<file path="config.mk">
export PLATFORM = sky130hd
export DESIGN_NAME = pipe_hazard_ctrl
export DESIGN_NICKNAME = d
export VERILOG_FILES = /design/src/rtl/pipe_hazard_ctrl.sv
export SDC_FILE = /design/constraint.sdc
export NUM_CORES = 1
export LEC_CHECK = 0
export CAP_MARGIN = 20
export CORE_MARGIN = 3
export CORE_UTILIZATION = 49
export CTS_CLUSTER_DIAMETER = 40
export DETAILED_ROUTE_END_ITERATION = 8
export GPL_ROUTABILITY_DRIVEN = 0
export PLACE_DENSITY = 0.85
export RECOVER_POWER = 50
export SLEW_MARGIN = 20
export SYNTH_ARGS = -nofsm -noshare
export SYNTH_HDL_FRONTEND = slang
export SYNTH_SLANG_ARGS = --single-unit
</file>
<file path="constraint.sdc">
create_clock -name clk -period 20.6 [get_ports clk]
set_input_delay 4.12 -clock clk [delete_from_list [all_inputs] [get_ports clk]]
set_output_delay 4.12 -clock clk [all_outputs]
set_load 0.05 [all_outputs]
</file>
<file path="src/rtl/pipe_hazard_ctrl.sv">
// pipe_hazard_ctrl: D->E->M->W instruction/PC register chain with load-use
// stall, E-stage flush, E operand forwarding selects and a saturating stall counter.
module pipe_hazard_ctrl #(
  parameter logic [31:0] NOP_INSTR = 32'h0000_0013,
  parameter int          CNT_W     = 16
) (
  input  logic             clk,
  input  logic             reset,
  input  logic [31:0]      instr_F,
  input  logic [31:0]      pc_F,
  input  logic             valid_F,
  input  logic             flush_E,
  output logic [31:0]      instr_D,
  output logic [31:0]      instr_E,
  output logic [31:0]      instr_M,
  output logic [31:0]      instr_W,
  output logic [31:0]      pc_D,
  output logic [31:0]      pc_E,
  output logic [31:0]      pc_M,
  output logic [31:0]      pc_W,
  output logic             stall,
  output logic [1:0]       fwdA_E,
  output logic [1:0]       fwdB_E,
  output logic [CNT_W-1:0] stall_cnt
);
  localparam logic [6:0] OPC_OP     = 7'b0110011;
  localparam logic [6:0] OPC_OPIMM  = 7'b0010011;
  localparam logic [6:0] OPC_LOAD   = 7'b0000011;
  localparam logic [6:0] OPC_LUI    = 7'b0110111;
  localparam logic [6:0] OPC_AUIPC  = 7'b0010111;
  localparam logic [6:0] OPC_JAL    = 7'b1101111;
  localparam logic [6:0] OPC_JALR   = 7'b1100111;
  localparam logic [6:0] OPC_STORE  = 7'b0100011;
  localparam logic [6:0] OPC_BRANCH = 7'b1100011;

  // stage slots inside the packed chain
  localparam int SD = 0;
  localparam int SE = 1;
  localparam int SM = 2;
  localparam int SW = 3;

  logic [3:0][31:0]  instr_q, instr_d;
  logic [3:0][31:0]  pc_q, pc_d;
  logic [CNT_W-1:0]  cnt_q, cnt_d;

  function automatic logic writes_f(input logic [31:0] i);
    return (i[6:0] inside {OPC_OP, OPC_OPIMM, OPC_LOAD, OPC_LUI, OPC_AUIPC, OPC_JAL, OPC_JALR})
           && (i[11:7] != 5'd0);
  endfunction

  function automatic logic uses_rs1_f(input logic [31:0] i);
    return i[6:0] inside {OPC_OP, OPC_OPIMM, OPC_LOAD, OPC_STORE, OPC_BRANCH, OPC_JALR};
  endfunction

  function automatic logic uses_rs2_f(input logic [31:0] i);
    return i[6:0] inside {OPC_OP, OPC_STORE, OPC_BRANCH};
  endfunction

  // M beats W; a load sitting in M has no data yet, so it never forwards
  function automatic logic [1:0] fwd_f(input logic [4:0] src, input logic used,
                                       input logic [31:0] i_m, input logic [31:0] i_w);
    if (!used || src == 5'd0)                                        return 2'b00;
    if (writes_f(i_m) && i_m[6:0] != OPC_LOAD && i_m[11:7] == src)   return 2'b01;
    if (writes_f(i_w) && i_w[11:7] == src)                           return 2'b10;
    return 2'b00;
  endfunction

  // load in E feeding a consumer in D; a flush kills both so no stall then
  always_comb begin
    stall = (instr_q[SE][6:0] == OPC_LOAD) && writes_f(instr_q[SE]) && !flush_E &&
            ((uses_rs1_f(instr_q[SD]) && instr_q[SD][19:15] == instr_q[SE][11:7]) ||
             (uses_rs2_f(instr_q[SD]) && instr_q[SD][24:20] == instr_q[SE][11:7]));
  end

  // operand selects for the instruction currently in E
  always_comb begin
    fwdA_E = fwd_f(instr_q[SE][19:15], uses_rs1_f(instr_q[SE]), instr_q[SM], instr_q[SW]);
    fwdB_E = fwd_f(instr_q[SE][24:20], uses_rs2_f(instr_q[SE]), instr_q[SM], instr_q[SW]);
  end

  // next chain state: M/W always advance; flush > stall > normal for D/E
  always_comb begin
    instr_d     = instr_q;
    pc_d        = pc_q;
    instr_d[SW] = instr_q[SM];
    pc_d[SW]    = pc_q[SM];
    instr_d[SM] = instr_q[SE];
    pc_d[SM]    = pc_q[SE];
    if (flush_E) begin
      instr_d[SD] = NOP_INSTR;
      pc_d[SD]    = '0;
      instr_d[SE] = NOP_INSTR;
      pc_d[SE]    = '0;
    end else if (stall) begin
      instr_d[SE] = NOP_INSTR;
      pc_d[SE]    = '0;
    end else begin
      instr_d[SD] = valid_F ? instr_F : NOP_INSTR;
      pc_d[SD]    = valid_F ? pc_F : 32'd0;
      instr_d[SE] = instr_q[SD];
      pc_d[SE]    = pc_q[SD];
    end
    cnt_d = cnt_q;
    if (stall && cnt_q != {CNT_W{1'b1}}) cnt_d = cnt_q + 1'b1;
  end

  // state registers, cleared asynchronously to bubbles
  always_ff @(posedge clk or posedge reset) begin
    if (reset) begin
      instr_q <= {4{NOP_INSTR}};
      pc_q    <= '0;
      cnt_q   <= '0;
    end else begin
      instr_q <= instr_d;
      pc_q    <= pc_d;
      cnt_q   <= cnt_d;
    end
  end

  assign instr_D   = instr_q[SD];
  assign instr_E   = instr_q[SE];
  assign instr_M   = instr_q[SM];
  assign instr_W   = instr_q[SW];
  assign pc_D      = pc_q[SD];
  assign pc_E      = pc_q[SE];
  assign pc_M      = pc_q[SM];
  assign pc_W      = pc_q[SW];
  assign stall_cnt = cnt_q;

endmodule

</file>
==> impl.org <==
** Status
- The flow ran to the end, but the final reports show violations.
- Violations in the final reports :: capacitance limit, slew limit

** Worst setup path
- Reg2reg end :: pc_D[10]
- Source of the critical timing path :: reset
- Highest cell delay on the worst timing path :: 3.53 ns
- Count of cells along the worst register-to-register path :: 6
- The worst setup path is launched from an input port.
- Setup slack of the most critical reg-to-reg path :: between 15 and 20 ns
- Number of buffers and inverters on the critical path :: 4
- Along the worst path, the maximum fanout reaches roughly 150.
- Critical path class :: input port to async pin
- Kind of end point of the critical path :: async pin
- Sequence of cells on the critical path :: dlygate4sd3_1 > clkinvlp_2 > clkbuf_1 > buf_4
- Worst reg2reg startpoint :: instr_E[5]
- The critical path runs through a total of 4 cells.
- Cell with the largest stage delay on the worst path :: sky130_fd_sc_hd__clkinvlp_2
- The most critical setup path has its endpoint at pc_E[17].
- Data on the critical path is required at its endpoint by 21.16 ns.
- STA puts the critical path data arrival time at 11.94 ns.
- The cell family contributing the most delay on the critical path is buffers and inverters.

** Timing
- Endpoints failing hold :: 0
- Fin crit share :: 55.2%
- At the pin with the least slew margin, the transition time is around 6.4 ns.
- Setup repair after global routing left no endpoint under its margin.
- The routed design could run at a clock period as short as 11.37 ns.
- Final Max Tran Viols :: approximately 220
- Worst clock skew :: around 0.016 ns
- In the final timing run, aggregate negative setup slack is 0 ns.
- Final setup violating endpoints :: 0
- Based on the critical path, the design can be clocked at up to 87.9 MHz.
- Max_slew headroom :: -331%

** Clock network
- TritonCTS built the clock tree.
- TritonCTS buffer count :: 37
- The clock passes through at most 3 buffers.
- Clock latency on the worst-skew pair :: ~0.50 ns
- PostCTS Resize Cnt :: 0
- The number of hold buffers added after CTS was 0.
- In this run the clock root is driven by a sky130_fd_sc_hd__clkbuf_16.
- After clock tree synthesis, the clock-pin slew on the worst setup and hold paths is 0.05 ns.
- For this design, the sink count on the clock tree is ~270.
- Number of buffers added for setup after CTS :: 0
- Level count of the clock H-tree :: 2

** Floorplan
- The die covers 22400 um2.
- Std cell rows :: 51
- The initial utilization of the core area, before any placement, comes to 50.9%.
- Count of pins on the block boundary :: between 300 and 400
- Placeable core region :: just under 20000 um2
- In this run the horizontal extent of the chip is 150 um.
- Vertical extent of the die :: 150 um

** Logic synthesis
- Sequential cells were found to cover about two thirds of the synthesized design area.
- The number of nets in the synthesized netlist is 898.
- Each instance of the synthesized netlist takes up on average 12.2 um2.
- The netlist uses 39 different library cells.
- Number of instances in the synthesized netlist :: 829
- Yosys warnings :: 0
- Mapped Area :: 10100 um2
- Synthesis inferred ~270 register bits.

** Job
- Number of max-cap violations :: 2

** Placed design
- During placement, the flow inserted port buffers numbering 344.
- Inst Count DP :: 1287
- Post-DP HPWL :: ~18000 um

** Route
- The first routing iteration left 354 violations.
- After detailed routing, the number of remaining DRC violations is 0.
- Detail-routed via count per cell :: 5.02
- The final layout contains routed wiring with a total length of approximately 27000 um.
- After detailed routing, the average wire length per cell comes to 20.1 um.
- Vias post-DR :: 6796
- The pre-antenna-repair detailed-routing pass consisted of 4 iterations.
- Post-DRT Antenna Nets :: 0

** Global route
- After global routing the overflow that remains totals 0.
- Across every metal layer, demand over resource in global routing totals 24.1%.
- Number of global-route vias before repair :: 7261
- The first global-routing pass estimated between 40000 and 50000 um of wire.
- Largest net degree at the start of global routing :: 154
- Number of antenna violations at the first check in global routing :: 0

** Finish
- At the end of the flow, the number of nets in the layout was 1130.
- Leaving out filler cells and counting taps, the final layout contains 1354.
- Fraction of final layout cells with drive strength greater than 1 :: 7.81%
- Diode insertion count for antenna repair :: 0
- From synthesis to final layout, the design area changed by 41.3%.
- Number of filler instances in the final layout :: 1302

** Power and ir drop
- Across the VDD grid, the largest voltage drop is 0.0624 mV.
- Leakage power total :: about 6.7 nW
- Dividing total power by cell area gives a power density of 98.8 nW/um2.

** Min path
- The min-delay analysis places its worst path in the category flip-flop to flip-flop.
==> per-layer routing <==
layer	part of all wire, %	track usage, %
met3	6.2	4.97
met1	37	28.9
met2	53	42.5
met5	0	0
met4	3.3	9.75
==> cells in the final DEF (no fill, tap or decap), types with 6 or more instances in the layout <==
master,count
sky130_fd_sc_hd__clkdlybuf4s50_1,274
sky130_fd_sc_hd__dfrtp_1,260
sky130_fd_sc_hd__nand2_1,133
sky130_fd_sc_hd__dlygate4sd3_1,70
sky130_fd_sc_hd__o21ai_0,64
sky130_fd_sc_hd__and2_1,60
sky130_fd_sc_hd__clkbuf_16,37
sky130_fd_sc_hd__xor2_1,22
sky130_fd_sc_hd__xnor2_1,18
sky130_fd_sc_hd__nor3_1,13
sky130_fd_sc_hd__nand3_1,10
sky130_fd_sc_hd__nor2_1,10
sky130_fd_sc_hd__bufinv_16,10
sky130_fd_sc_hd__nand4_1,8
sky130_fd_sc_hd__clkbuf_8,8
sky130_fd_sc_hd__inv_1,7
sky130_fd_sc_hd__nor4_1,6
sky130_fd_sc_hd__dfstp_2,6
sky130_fd_sc_hd__dfstp_1,6
==> cell families (layout without fill, tap and decap cells) <==
group | Yosys count | count (layout) | share of synthesized area, %
XOR/XNOR | 40 | 40 | 3.47
buffers and inverters | 165 | 425 | 11.0
AO/OA/AOI/OAI | 76 | 76 | 4.05
multiplexers | 2 | 2 | 0.223
AND/OR/NAND/NOR | 273 | 273 | 13.6
flip-flops | 272 | 272 | 67.6
adder cells (fa/ha/maj) | 1 | 1 | 0.124
==> state kept, by name, summed over array words and instances, names as in the netlist <==
signal / flops
pc_M: 32
instr_D: 32
pc_E: 32
pc_D: 32
instr_W: 32
instr_E: 32
pc_W: 32
stall_cnt: 16
instr_M: 32
==> worst min path at each step <==
stage           startpoint  slack (ns)           to  cells past startpoint
6_report       instr_M[22]        0.36  instr_W[22]                      0
5_1_grt           pc_E[29]        0.37     pc_M[29]                      0
4_1_cts            pc_M[6]        0.37      pc_W[6]                      0
3_5_place_dp      pc_M[20]        0.36     pc_W[20]                      0
3_3_place_gp      pc_E[25]        0.36     pc_M[25]                      0
2_1_floorplan  instr_E[12]        0.35  instr_M[12]                      0
==> Yosys cell counts (all sizes together) <==
master   count  area (um2)
nand4b       2        17.5
nand3b       4        30.0
a21o         1        7.51
or2          1        6.26
buf        137        1010
mux2         2        22.5
a222oi       1        10.0
a21oi        5        25.0
nand4        8        50.1
nor4b        3        32.5
xnor2       18         158
a2111oi      2        17.5
and2        60         375
clkbuf      19        71.3
or3          5        31.3
nand3       10        50.1
dfrtp      260        6510
inv          9        33.8
o21ai       64         320
nor4         7        50.1
and3         2        12.5
xor2        22         193
o2111ai      1        8.76
nor2        11        41.3
and4         5        43.8
a211oi       1        12.5
nor2b        3        18.8
nand2      133         499
nor3        13        65.1
ha           1        12.5
dfstp       12         315
or4          3        26.3
nand2b       3        18.8
o31ai        1        7.51
==> area by class of cell <==
cell class	instances	area (um2)	share of cell area, %
multi-input combinational	392	2190	15.3
clock buffer	49	1050	7.37
clock inverter	18	364	2.55
sequential	272	6820	47.8
tap	265	332	2.32
timing repair buffer	349	3480	24.4
inverter	9	35.0	0.246
==> through the flow <==
stage | power (mW) | hold WS (ns) | worst slack [ns] | instance area (um2) | utilization, %
after floorplan | 0.654 | 0.355 | 9.00 | 10100 | -
after global placement | 0.699 | 0.355 | 9.79 | 12900 | 64.8
after detailed placement | 0.702 | 0.359 | 9.74 | 12900 | 64.8
after CTS | 1.42 | 0.366 | 9.73 | 14300 | 72.0
after global routing | 1.45 | 0.371 | 7.60 | 14300 | 71.9
final | 1.41 | 0.360 | 9.23 | 14300 | 71.9
==> power by group <==
group / switching [mW] / internal [mW]
registers: 0.0121 / 0.550
clock network: 0.233 / 0.486
logic: 0.0863 / 0.0421
Power figures use the tool's default switching activity.
